<file path="src/rtl/irq_pending_capture.sv">
// Interrupt front-end: edge capture into sticky pending bits, feeds an external
// 8:3 priority encoder and hands its winner out over req/ack. Option: IRQ_SYNC_EN.
module irq_pending_capture (
  input  logic       clk,
  input  logic       rst_n,
  input  logic [7:0] irq_in,
  input  logic [7:0] irq_en,
  output logic [7:0] pend_o,
  input  logic [2:0] code_i,
  output logic       irq_req,
  output logic [2:0] irq_id,
  input  logic       irq_ack,
  output logic [7:0] ovf_o
);

  typedef enum logic [1:0] {IDLE, REQ, GAP} state_t;

  state_t     state, state_nxt;
  logic [7:0] s, prev, pend, ovf, edg, clr, ovf_set;
  logic       id_ld;

`ifdef IRQ_SYNC_EN
  logic [7:0] meta;

  always_ff @(posedge clk or negedge rst_n) begin
    if (!rst_n) begin
      meta <= '0;
      s    <= '0;
    end else begin
      meta <= irq_in;
      s    <= meta;
    end
  end
`else
  always_ff @(posedge clk or negedge rst_n) begin
    if (!rst_n) s <= '0;
    else        s <= irq_in;
  end
`endif

  assign edg = s & ~prev;

  // Only the frozen index is cleared, and only on an ack taken in REQ.
  always_comb begin
    clr = '0;
    if (state == REQ && irq_ack) clr[irq_id] = 1'b1;
  end

  assign ovf_set = edg & pend & ~clr;

  always_ff @(posedge clk or negedge rst_n) begin
    if (!rst_n) begin
      prev <= '0;
      pend <= '0;
      ovf  <= '0;
    end else begin
      prev <= s;
      pend <= edg | (pend & ~clr);
      ovf  <= ovf_set | (ovf & ~clr);
    end
  end

  assign pend_o = pend & irq_en;
  assign ovf_o  = ovf;

  always_ff @(posedge clk or negedge rst_n) begin
    if (!rst_n) begin
      state  <= IDLE;
      irq_id <= 3'd0;
    end else begin
      state <= state_nxt;
      if (id_ld) irq_id <= code_i;
    end
  end

  // code_i is only trusted while something is forwarded to the encoder.
  always_comb begin
    state_nxt = state;
    id_ld     = 1'b0;
    unique case (state)
      IDLE: if (|pend_o) begin
        id_ld     = 1'b1;
        state_nxt = REQ;
      end
      REQ:  if (irq_ack) state_nxt = GAP;
      GAP:  state_nxt = IDLE;
      default: state_nxt = IDLE;
    endcase
  end

  // Decoded straight from the state flop so an async reset drops it at once.
  assign irq_req = (state == REQ);

endmodule

</file>
<file path="config.mk">
export PLATFORM = sky130hd
export DESIGN_NAME = irq_pending_capture
export DESIGN_NICKNAME = d
export VERILOG_FILES = /design/src/rtl/irq_pending_capture.sv
export SDC_FILE = /design/constraint.sdc
export NUM_CORES = 1
export LEC_CHECK = 0
export ABC_AREA = 1
export BUFFER_PORTS_ARGS = -buffer_cell sky130_fd_sc_hd__buf_2
export CORE_UTILIZATION = 50
export DETAILED_ROUTE_END_ITERATION = 7
export PLACE_DENSITY = 0.77
export SETUP_SLACK_MARGIN = 0.3
export SLEW_MARGIN = 20
export SYNTH_ARGS = -nofsm -noshare
export SYNTH_HDL_FRONTEND = slang
export SYNTH_SLANG_ARGS = --single-unit
</file>
<file path="constraint.sdc">
create_clock -name clk -period 1.25 [get_ports clk]
set_input_delay 0.125 -clock clk [delete_from_list [all_inputs] [get_ports clk]]
set_output_delay 0.125 -clock clk [all_outputs]
set_load 0.005 [all_outputs]
</file>
==> run metrics <==
status=finished, final reports clean; fraction of layout cells with a size suffix above 1=41.4%; Iteration-0 DRC Markers=51; Hold Path Depth=3; hold path start=code_i[1]; # IOs=42; CP Data Required Time=1.49 ns; first-pass GRT wire length=4790 um; worst path arrival time=1.41 ns; R2R setup slack=0.08 ns; Die Width=55.7 um; crit-path max FO=8; Mapped Area=1440 sq um; CP endpoint kind=flip-flop; routability cong.=0.747; worst stage delay on the critical path=0.39 ns; measured slew at the worst slew-check pin=0.392 ns; Layout Area Growth over Synthesis=42.9%; Multi-input gate area=464 sq um; DRC Markers=0; final core occ=75.4%; largest area contributor in the netlist=dfrtp_1; Final Max Tran Viols=0; Fmax=853 MHz; WL final=3150 um; setup ws final=0.0771 ns; fin cells=258; # placed instances=224; cts bufs inserted=5; Sequential Area=926 sq um; Cells after Synth=150; nets=249; Root Buffer=clkbuf_4; max-cap violations=0; Total GRT Usage=21.1%; vias in the first global route=1167; Hold Vio Cnt, Final=0; routed length per instance=12.2 um; via count=1235; flops & latches, synth=37; initial antenna violation count=0; HPWL after DPL=2070 um; reg2reg end=pend[2]; CP Launch Type=flip-flop; Worst Skew=0.0103 ns; Initial DRT Pass Iterations=4; die footprint=3100 sq um; Synth warnings=0; Antenna Cells=0; Min Clock Period, post-route=1.17 ns; leak pwr=1.10 nW; R2R depth=6; clock tree buffer depth=2; Clk pin slew, worst setup/hold paths=0.10 ns; TNS Setup=0 ns; critical path's slowest cell=dfrtp_1; maximum vdd drop=0.00144 V; clock sink count=37; PwrDens=1910 nW/um^2; Synth cell types=11; min-delay worst type=in -> reg; Setup-failing EPs final=0; period utilization=93.8%; CTS tree=done; post-place setup slack=0.0956 ns; row cnt=19; WHS Endpoint=irq_id[1]; global route overflow=0; H-tree levels=2; Clock Latency Late Sink=0.34 ns; Power, Total=3.93 mW; RSZ-0062 raised after global routing=yes; critical path, cell by cell=inv_1 -> nand2_2 -> nor2_4 -> nand2_4 -> o21ai_2 -> nand2_1; fill count=197; critical path class=reg -> reg; Slew HR=73.7%; DIE HEIGHT=55.7 um; IO Port Bufs=41; r2r startpoint=state[1]; Mean Syn Cell Area=9.62 sq um; Core Area=2730 sq um; DRT antenna net count=0; syn_nets=172; DR vias/cell=4.79; sequential area share after synthesis=64.2%; pin count of the biggest net entering global routing=18; Area contributors post-synth=dfrtp_1 (64%), nand2_1 (10%), inv_1 (7.8%); post-synth top area share=64.2%; Initial Utilization=52.8%
through the flow:
step,instance area (sq um),hold WS (ns)
3_5_place_dp,1700,-0.00376
2_1_floorplan,1440,-0.171
3_3_place_gp,1700,-0.00628
6_report,2060,0.0244
4_1_cts,1970,0.00633
5_1_grt,2060,0.00212
flip-flops by register name, indices dropped and copies added, names as in the netlist:
name,flops
irq_id,3
ovf_o,8
pend,8
prev,8
s,8
state,2
worst max path at each step:
stage                     startpoint  endpoint  slack (ns)  cells after the start
after CTS                   state[1]   irq_req         0.1                      4
after detailed placement     pend[2]  state[0]         0.1                      6
after global placement       pend[3]  state[0]        0.13                      6
after global routing        state[1]   pend[2]        0.01                      6
final                       state[1]   pend[2]        0.08                      6
after floorplan             state[1]   pend[0]        0.26                      6
what timing repair did:
item                                    4_1_cts  5_1_grt
gates resized for setup                      10        9
hold buffers                                  9        1
endpoints found under the setup margin       40       40
gates cloned                                  0        0
pin swaps                                     5        2
hold endpoints to repair                     45        1
buffers inserted                             11        6
cells by family after synthesis:
| group | share of synthesized area [%] |
|---|---|
| simple gates | 20.0 |
| flops | 64.2 |
| buf+inv | 7.81 |
| compound gates | 7.98 |
cell usage in the layout (no fill, tap or decap), drive strengths merged:
| cell | n |
|---|---|
| clkinv | 1 |
| nand3 | 11 |
| o21ai | 9 |
| nor2 | 12 |
| a21oi | 8 |
| inv | 30 |
| clkbuf | 5 |
| dlygate4sd3 | 10 |
| buf | 60 |
| nand2 | 43 |
| dfrtp | 37 |
| bufinv | 1 |
final cells by class:
type                    instances  share of cell area (%)
flip-flops and latches         37                    44.9
inverters                      30                    5.46
well taps                      31                    1.88
clock inverters                 2                    1.70
multi-input cells              83                    22.5
clock buffers                   5                    1.82
repair buffers                 70                    21.7
synthesized netlist by cell type:
library cell	number
nand3_1	11
a21oi_1	8
inv_1	30
o21ai_0	1
nand2_1	39
nor2_1	11
dfrtp_1	37
o21ai_2	8
nand2_4	2
nor2_4	1
nand2_2	2
critical path: cells and delay by family, from the launching register on:
| kind | cells | cell delay, ns |
|---|---|---|
| and+or+nand+nor | 4 | 0.46 |
| buffers and inverters | 1 | 0.06 |
| AOI/OAI and AO/OA | 1 | 0.15 |
| DFF | 1 | 0.39 |
report_power, final:
group          total [mW]  internal [mW]  switching (mW)
Combinational        1.49          0.684           0.808
Clock               0.775          0.407           0.368
Sequential           1.66           1.48           0.184
Total                3.93           2.57            1.36
per-layer routing:
layer | GRT usage, % | up-vias | share of wire [%]
li1 | - | 615 | -
met1 | 24.1 | 582 | 42
met2 | 34.8 | 32 | 52
met3 | 8.14 | 6 | 4.4
met4 | 10.4 | 0 | 1.7
met5 | 0 | - | 0
No activity file was read; power rests on OpenSTA's default activity.
